## config.mk

```make
export PLATFORM = sky130hd
export DESIGN_NAME = simple_axi_host_arbiter
export DESIGN_NICKNAME = d
export VERILOG_FILES = /design/src/rtl/simple_axi_host_arbiter.sv
export SDC_FILE = /design/constraint.sdc
export NUM_CORES = 1
export LEC_CHECK = 0
export CAP_MARGIN = 20
export CORE_AREA = 5 5 163 165
export CTS_CLUSTER_DIAMETER = 80
export DETAILED_ROUTE_END_ITERATION = 10
export DIE_AREA = 0 0 168 170
export SETUP_SLACK_MARGIN = 0.2
export SLEW_MARGIN = 5
export SYNTH_ARGS = -nofsm -noshare
export SYNTH_HDL_FRONTEND = slang
export SYNTH_SLANG_ARGS = --single-unit
```

## constraint.sdc

```tcl
create_clock -name i_clk -period 3.5 [get_ports i_clk]
set_clock_uncertainty 0.15 [all_clocks]
set_input_delay 0.525 -clock i_clk [delete_from_list [all_inputs] [get_ports i_clk]]
set_output_delay 0.525 -clock i_clk [all_outputs]
set_load 0.05 [all_outputs]
```

## src/rtl/simple_axi_host_arbiter.sv

```systemverilog
// -----------------------------------------------------------------------------
// simple_axi_host_arbiter
//   Shares one simple_axi_master host bus among N_REQ requesters using
//   round-robin arbitration. The granted command is registered, the master is
//   driven through an issue / wait / clear handshake, and a one-cycle response
//   pulse is routed back to the requester that won.
//
// Optional feature (compile-time macro SIMPLE_AXI_ARB_LOCK_EN):
//   Adds i_req_lock. A requester accepted with its lock bit set keeps the
//   round-robin pointer on itself, so it wins the next arbitration if it is
//   still requesting (read-modify-write sequences).
//
// Ports
//   i_clk, i_rstn                 clock, asynchronous active-low reset
//   i_req_valid  [N_REQ]          request pending per requester
//   i_req_rw     [2*N_REQ]        op per requester: 00 none, 01 rd, 10 wr, 11 rsvd
//   i_req_size   [3*N_REQ]        AXI size per requester
//   i_req_addr   [32*N_REQ]       byte address per requester
//   i_req_wdata  [DW*N_REQ]       write data per requester
//   i_req_lock   [N_REQ]          (lock build only) hold grant on this requester
//   o_req_ready  [N_REQ]          one-hot, one-cycle accept pulse
//   o_rsp_valid  [N_REQ]          one-hot, one-cycle completion pulse
//   o_rsp_rdata/error/invalid     response payload, held until the next response
//   o_m_rw/size/addr/wdata/clear  command and clear to the master
//   i_m_rdata/wait/done/error/invalid  status from the master
// -----------------------------------------------------------------------------
module simple_axi_host_arbiter #(
  parameter int N_REQ = 4,
  parameter int DW    = 32
) (
  input  logic                  i_clk,
  input  logic                  i_rstn,
  input  logic [N_REQ-1:0]      i_req_valid,
  input  logic [2*N_REQ-1:0]    i_req_rw,
  input  logic [3*N_REQ-1:0]    i_req_size,
  input  logic [32*N_REQ-1:0]   i_req_addr,
  input  logic [DW*N_REQ-1:0]   i_req_wdata,
`ifdef SIMPLE_AXI_ARB_LOCK_EN
  input  logic [N_REQ-1:0]      i_req_lock,
`endif
  output logic [N_REQ-1:0]      o_req_ready,
  output logic [N_REQ-1:0]      o_rsp_valid,
  output logic [DW-1:0]         o_rsp_rdata,
  output logic                  o_rsp_error,
  output logic                  o_rsp_invalid,
  output logic [2:0]            o_m_size,
  output logic [31:0]           o_m_addr,
  output logic [DW-1:0]         o_m_wdata,
  output logic [1:0]            o_m_rw,
  output logic                  o_m_clear,
  input  logic [DW-1:0]         i_m_rdata,
  input  logic                  i_m_wait,
  input  logic                  i_m_done,
  input  logic                  i_m_error,
  input  logic                  i_m_invalid
);

  localparam int PW = $clog2(N_REQ);

  typedef enum logic [1:0] {IDLE, ISSUE, BUSY, CLEAR} state_t;

  state_t          state;
  logic [PW-1:0]   ptr;       // round-robin search start
  logic [PW-1:0]   cur;       // requester owning the transaction in flight
  logic [1:0]      cmd_rw;    // accepted op, kept to detect the no-op case

  logic            grant_found;
  logic [PW-1:0]   grant_idx;
  logic [PW-1:0]   cand;
  logic [PW-1:0]   next_ptr;
  logic [1:0]      sel_rw;
  logic [2:0]      sel_size;
  logic [31:0]     sel_addr;
  logic [DW-1:0]   sel_wdata;
  logic            m_finished;

  function automatic logic [N_REQ-1:0] onehot(input logic [PW-1:0] k);
    onehot    = '0;
    onehot[k] = 1'b1;
  endfunction

  // Scan from ptr upward (wrapping) and take the first pending requester.
  // NOTE: every always_comb output gets a default before any branch so no latch is inferred.
  always_comb begin
    grant_found = 1'b0;
    grant_idx   = '0;
    cand        = '0;
    for (int i = 0; i < N_REQ; i++) begin
      cand = PW'((int'(ptr) + i) % N_REQ);
      if (!grant_found && i_req_valid[cand]) begin
        grant_found = 1'b1;
        grant_idx   = cand;
      end
    end
  end

  // Field mux for the winner.
  always_comb begin
    sel_rw    = '0;
    sel_size  = '0;
    sel_addr  = '0;
    sel_wdata = '0;
    for (int i = 0; i < N_REQ; i++) begin
      if (grant_idx == PW'(i)) begin
        sel_rw    = i_req_rw[2*i +: 2];
        sel_size  = i_req_size[3*i +: 3];
        sel_addr  = i_req_addr[32*i +: 32];
        sel_wdata = i_req_wdata[DW*i +: DW];
      end
    end
  end

  always_comb begin
    next_ptr = (grant_idx == PW'(N_REQ - 1)) ? '0 : grant_idx + 1'b1;
`ifdef SIMPLE_AXI_ARB_LOCK_EN
    // A locked accept parks the pointer on the winner.
    if (i_req_lock[grant_idx]) next_ptr = grant_idx;
`endif
  end

  assign m_finished = i_m_done | i_m_error | i_m_invalid;

  // NOTE: sequential state uses non-blocking assignments so every register
  // samples the pre-edge values of the others.
  always_ff @(posedge i_clk or negedge i_rstn) begin
    if (!i_rstn) begin
      // NOTE: the command registers are reset too, so the master sees a clean
      // all-zero command after reset rather than stale address/data.
      state         <= IDLE;
      ptr           <= '0;
      cur           <= '0;
      cmd_rw        <= '0;
      o_req_ready   <= '0;
      o_rsp_valid   <= '0;
      o_rsp_rdata   <= '0;
      o_rsp_error   <= 1'b0;
      o_rsp_invalid <= 1'b0;
      o_m_size      <= '0;
      o_m_addr      <= '0;
      o_m_wdata     <= '0;
      o_m_rw        <= '0;
      o_m_clear     <= 1'b0;
    end else begin
      o_req_ready <= '0;
      o_rsp_valid <= '0;
      case (state)
        IDLE: begin
          if (grant_found) begin
            o_req_ready <= onehot(grant_idx);
            cur         <= grant_idx;
            cmd_rw      <= sel_rw;
            o_m_rw      <= sel_rw;
            o_m_size    <= sel_size;
            o_m_addr    <= sel_addr;
            o_m_wdata   <= sel_wdata;
            ptr         <= next_ptr;
            state       <= ISSUE;
          end
        end
        ISSUE: begin
          if (cmd_rw == 2'b00) begin
            // No-op request: answer locally without touching the bus.
            o_rsp_valid   <= onehot(cur);
            o_rsp_error   <= 1'b0;
            o_rsp_invalid <= 1'b1;
            state         <= IDLE;
          end else if (i_m_wait | m_finished) begin
            o_m_rw <= 2'b00;
            state  <= BUSY;
          end
        end
        BUSY: begin
          if (m_finished) begin
            o_rsp_valid   <= onehot(cur);
            o_rsp_rdata   <= i_m_rdata;
            o_rsp_error   <= i_m_error;
            o_rsp_invalid <= i_m_invalid;
            o_m_clear     <= 1'b1;
            state         <= CLEAR;
          end
        end
        CLEAR: begin
          // Hold clear until the master has dropped every completion flag.
          if (!m_finished) begin
            o_m_clear <= 1'b0;
            state     <= IDLE;
          end
        end
        default: state <= IDLE;
      endcase
    end
  end

endmodule

```

==> run metrics, run 1 <==
Rows=58; CP cell instances=clkdlybuf4s50_1 -> a21oi_1 -> o21a_1 -> o22ai_1 -> ha_2 -> nor2b_1 -> a221oi_1 -> a211o_1 -> a21oi_1; Setup Viol. Count Final=0; Crit path buffers/inverters=1; Critical Path RT=3690 ps; Placer Congestion=0.856; Die X-Extent=168 um; Post-Synthesis Cells=847; share of cells above drive strength 1=0.0764; Final Total Pwr=11.7 mW; Avg WL per Cell=18.8 um; initial core utilization=0.277; detailed placer's ending HPWL=23.0 mm; synthesized area per cell=8.15 um2; Die Area=28600 um2; pre-CTS setup slack=264 ps; nets=1570; Ant. Diodes=0; maximum clock insertion buffer count=2; yosys synthesis warning count=0; crit-path most repeated cell=a21oi_1; Synth Register Bits=120; GRT Overall Usage=0.199; IR Drop Worst-Case VDD=0.443 mV; Layout fillers=2430; crit-path max FO=5; worst slew pin tran=758 ps; Worst Path Arrival=3040 ps; crit start category=input port; area occupied by multi-input gates=3370 um2; Yosys cell types=38; setup slack, reg-to-reg=820 ps; # clock sinks=120; fmax=351 MHz; first-pass GRT wire length=44.4 mm; Top FF cell, synth=dfrtp_1; Reg area=3000 um2; normalized max-slew margin=0.490; crit share post-route=0.813; delay-heaviest family, CP=compound AO/OA/AOI/OAI gates; Core Util, Final=0.492; Worst-path clk slew=70 ps; Post-Syn Area=6910 um2; Clk Latency, worst-skew pair=410 ps; Critical Path End Type=flop; DRT iter0 DRCs=352; Syn Nets=1173; asr flop ratio synth=1.00; Core Area=24900 um2; total wire length=29.9 mm; max-slew violations=0; number of synthesized flops with an enable pin=0; status=completed; drt drc=0; H-tree depth=4; DRT Pass-1 Iters=5; final worst slack=653 ps; Setup CP Type=in -> reg; Setup TNS=0 ps; post-synthesis sequential area ratio=0.435; Final min period=2850 ps; vias in the first global route=7677; Final Hold Violating Endpoints=0; RSZ-0062 raised after global routing=false; CTS tree=built; initial antenna violation count=0; grt total ovfl=0; Via density=4.84; IO Port Bufs=429; Area Growth Syn to Fin=77.5%; post-route ant nets=0; slowest CP cell=clkdlybuf4s50_1; Largest stage delay, worst path=560 ps; clock root buffer=clkbuf_16; pin count of the biggest net entering global routing=76; vias post-DR=7688; post_cts resized=0; Pleak=5.05 nW; Hold Path Class=reg -> reg; Max Cap Viol=0; Die Ht=170 um; pwr dens=954 nW/um2; Inserted Clock Buffers=17; IO Count=430
## kinds of logic (layout without fill, tap and decap cells)
| family | count (synthesis) | in the layout | synth area share |
|---|---|---|---|
| DFF | 120 | 120 | 0.435 |
| adders and majority gates | 8 | 8 | 0.0145 |
| buffers and inverters | 147 | 557 | 0.0853 |
| and+or+nand+nor | 173 | 173 | 0.104 |
| AOI/OAI and AO/OA | 365 | 365 | 0.306 |
| muxes | 34 | 34 | 0.0551 |
## metrics by stage
step	instance area (um2)	hold WS (ps)	std cells
floorplan	6910	79.4	847
global placement	11700	337	1554
detailed placement	11700	342	1554
CTS	12300	357	1587
global route	12300	366	1587
finish	12300	352	1587
## where the power goes
group / internal, mW / switching, mW
sequential: 2.10 / 0.396
combinational: 2.75 / 4.73
clock: 0.947 / 0.781
total: 5.79 / 5.91
## registers in the layout (all words and copies together) (netlist names), named ones only
register	count
cmd_rw	2
cur	2
o_m_addr	32
o_m_clear	1
o_m_rw	2
o_m_size	3
o_m_wdata	32
o_req_ready	4
o_rsp_error	1
o_rsp_invalid	1
o_rsp_rdata	32
o_rsp_valid	4
ptr	2
state	1
## cell usage in the layout, fill, tap and decap left out, types with 5 or more instances in the layout
master,netlist,routed
clkdlybuf4s50_1,0,428
a21oi_1,204,204
dfrtp_1,120,120
nand2_1,79,79
inv_1,74,74
nor2_1,72,72
o21ai_0,66,66
a22oi_1,66,66
mux2_2,32,32
clkbuf_16,0,17
buf_12,0,13
buf_4,3,9
inv_6,0,6
a211oi_1,5,5
and2_1,5,5
## final cells by class
cell class	count	share of cell area
multi-input cells	580	0.275
well taps	330	0.0337
flip-flops and latches	120	0.245
clock buffers	17	0.0347
repair buffers	451	0.377
clock inverters	15	0.0119
inverters	74	0.0227
## what timing repair did
item / 4_1_cts / 5_1_grt
hold endpoints to repair: 37 / 0
buffers inserted: 0 / 0
hold buffers: 1 / 0
endpoints found under the setup margin: 0 / 0
## worst paths after layout
| kind | from | to | depth (start not counted) |
|---|---|---|---|
| max | i_req_valid[0] | o_m_addr[31] | 9 |
| min | o_rsp_rdata[3] | o_rsp_rdata[3] | 1 |
| max reg2reg | ptr[1] | o_m_rw[1] | 11 |
| min reg2reg | o_rsp_rdata[3] | o_rsp_rdata[3] | 1 |
| max in group asynchronous | i_rstn | o_m_wdata[27] | 3 |
| min in group asynchronous | i_rstn | o_rsp_rdata[29] | 2 |
## cell usage after synthesis, types with 2 or more instances
cell       instances  area share
nor3b_1            4      0.0043
and2_1             5      0.0045
o31ai_4            2      0.0062
a221oi_1           4      0.0051
dfrtp_1          120        0.43
o21ai_0           66       0.048
mux2_2            32       0.052
buf_4              3      0.0033
clkbuf_1          42       0.023
inv_1             74       0.040
a211oi_1           5      0.0054
a21oi_1          204        0.15
nand2_1           79       0.043
nor2b_1            5      0.0045
buf_2             21       0.015
a22oi_1           66       0.072
a22o_1             3      0.0038
o2bb2ai_1          2      0.0025
buf_1              7      0.0038
a211o_1            3      0.0038
ha_1               8       0.014
nand3b_1           2      0.0022
nor2_1            72       0.039
o22ai_1            3      0.0027
mux2i_1            2      0.0029
## routing by layer
layer	track usage	routed length, um	part of all wire	up-vias
li1	-	-	-	3748
met1	0.232	11500	0.39	3557
met2	0.352	15000	0.50	349
met3	0.0676	2730	0.091	34
met4	0.0550	595	0.020	0
met5	0	0	0	-
No activity file was read; power rests on OpenSTA's default activity.
==> run 2: changes to the inputs <==
--- a/config.mk
+++ b/config.mk
@@ -6,10 +6,11 @@
 export NUM_CORES = 1
 export LEC_CHECK = 0
 export CAP_MARGIN = 20
-export CORE_AREA = 5 5 163 165
+export CORE_AREA = 5 5 162 164
 export CTS_CLUSTER_DIAMETER = 80
 export DETAILED_ROUTE_END_ITERATION = 10
-export DIE_AREA = 0 0 168 170
+export DIE_AREA = 0 0 167 169
+export PLACE_DENSITY = 0.67
 export SETUP_SLACK_MARGIN = 0.2
 export SLEW_MARGIN = 5
 export SYNTH_ARGS = -nofsm -noshare
==> constraint.sdc (replaced) <==
create_clock -name i_clk -period 2.6 [get_ports i_clk]
set_clock_uncertainty 0.15 [all_clocks]
set_input_delay 0.39 -clock i_clk [delete_from_list [all_inputs] [get_ports i_clk]]
set_output_delay 0.39 -clock i_clk [all_outputs]
set_load 0.05 [all_outputs]
==> run metrics, run 2 (same netlist as run 1, synthesis figures left out) <==
crit-path max FO=6; fin area=13100 um2; Inserted Clock Buffers=17; Setup Viol. Count Final=0; delay-heaviest family, CP=compound AO/OA/AOI/OAI gates; Reg area=3000 um2; Stages on worst setup path=12; crit-path most repeated cell=buf_6; CP cell instances=a21oi_2 -> o21a_1 -> o22ai_4 -> buf_6 -> ha_4 -> buf_6 -> clkbuf_16 -> buf_6 -> a21oi_2 -> o21ai_1 -> a22oi_1 -> a21oi_1; Critical Path RT=2740 ps; Placed Area=12000 um2; Die X-Extent=167 um; Core Area=24700 um2; post-route ant nets=0; vias post-DR=8008; clock root buffer=clkbuf_16; DRT Pass-1 Iters=5; vias in the first global route=7950; Setup CP Type=reg -> reg; Pleak=5.47 nW; commonest non-fill, non-tap cell in the layout=clkdlybuf4s50_1; Max Cap Viol=0; area occupied by multi-input gates=3540 um2; slowest CP cell=dfrtp_2; Largest stage delay, worst path=470 ps; Core Util, Final=0.530; max-slew violations=0; nets=1630; Final Hold Violating Endpoints=0; Clk Latency, worst-skew pair=420 ps; IR Drop Worst-Case VDD=0.786 mV; RSZ-0062 raised after global routing=true; biggest regs=o_m_addr x32, o_m_wdata x32, o_rsp_rdata x32; initial core utilization=0.279; detailed placer's ending HPWL=22.9 mm; IO Port Bufs=429; normalized max-slew margin=0.462; H-tree depth=4; Worst Path Arrival=2550 ps; CTS tree=built; worst slew pin tran=805 ps; Post-Place Cells=1594; crit start category=flop; share of cells above drive strength 1=0.149; Area Growth Syn to Fin=89.7%; first-pass GRT wire length=44.2 mm; Avg WL per Cell=18.6 um; Critical Path End Type=flop; most frequent cells in the layout=clkdlybuf4s50_1, a21oi_1, dfrtp_1; Layout fillers=2328; drt drc=0; IO Count=430; Final Total Pwr=16.8 mW; total wire length=30.6 mm; pin count of the biggest net entering global routing=121; GRT Overall Usage=0.198; pwr dens=1280 nW/um2; Via density=4.86; Rows=58; worst hold stages=1; DRT iter0 DRCs=429; fmax=414 MHz; Hold Path Class=reg -> reg; setup slack, reg-to-reg=190 ps; crit share post-route=0.928; Placer Congestion=0.905; grt total ovfl=0; Ant. Diodes=0; Setup TNS=0 ps; Die Ht=169 um; initial antenna violation count=0; cell count of the worst reg-to-reg path=12; maximum clock insertion buffer count=2; # clock sinks=120; Final min period=2410 ps; Crit path buffers/inverters=4; status=completed; final instance count without filler cells=1647; Die Area=28200 um2; Worst-path clk slew=70 ps
run 2: cell count changes in the layout (fill, tap and decap cells not counted), sizes merged:
cell	previous run	this run
clkdlybuf4s50	428	425
clkinvlp	2	3
buf	22	78
inv	84	83
clkbuf	17	22
dlymetal6s2s	0	2
run 2: worst paths after layout:
path                                 startpoint         endpoint
worst max-delay path                     ptr[1]     o_m_wdata[7]
worst max register to register           ptr[1]     o_m_wdata[7]
max in group asynchronous                i_rstn      o_m_size[2]
worst min register to register  o_rsp_rdata[11]  o_rsp_rdata[11]
min in group asynchronous                i_rstn  o_rsp_rdata[17]
worst min-delay path            o_rsp_rdata[11]  o_rsp_rdata[11]
run 2: what timing repair did:
| item | 4_1_cts | 5_1_grt |
|---|---|---|
| hold buffers | 1 | 0 |
| pin swaps | 1 | 52 |
| hold endpoints to repair | 112 | 0 |
| setup buffers | 0 | 14 |
| gates cloned | 0 | 6 |
| resized for setup | 8 | 82 |
| setup endpoints to repair | 49 | 70 |
run 2: layout make-up:
type,count,share of cell area
timing repair buffer,511,0.403
clock inverter,15,0.0116
sequential,120,0.229
tap,330,0.0315
inverter,74,0.0214
clock buffer,17,0.0325
multi-input combinational,580,0.270
run 2: layer usage:
layer	track usage	vias up	wire length, um
met5	0	-	0
met3	0.0654	38	2500
li1	-	3875	-
met4	0.0583	0	685
met2	0.361	348	15700
met1	0.220	3747	11700
run 2: power breakdown:
group | switching [mW] | internal, mW | leakage, nW
clock | 1.07 | 1.28 | 0.275
sequential | 0.529 | 2.82 | 1.42
combinational | 6.69 | 4.43 | 3.78
total | 8.29 | 8.53 | 5.47
run 2: stage by stage:
stage,hold WS (ps),worst slack [ps]
2_1_floorplan,-55.6,315
3_3_place_gp,336,-312
3_5_place_dp,341,-350
4_1_cts,357,159
5_1_grt,368,48.0
6_report,353,186
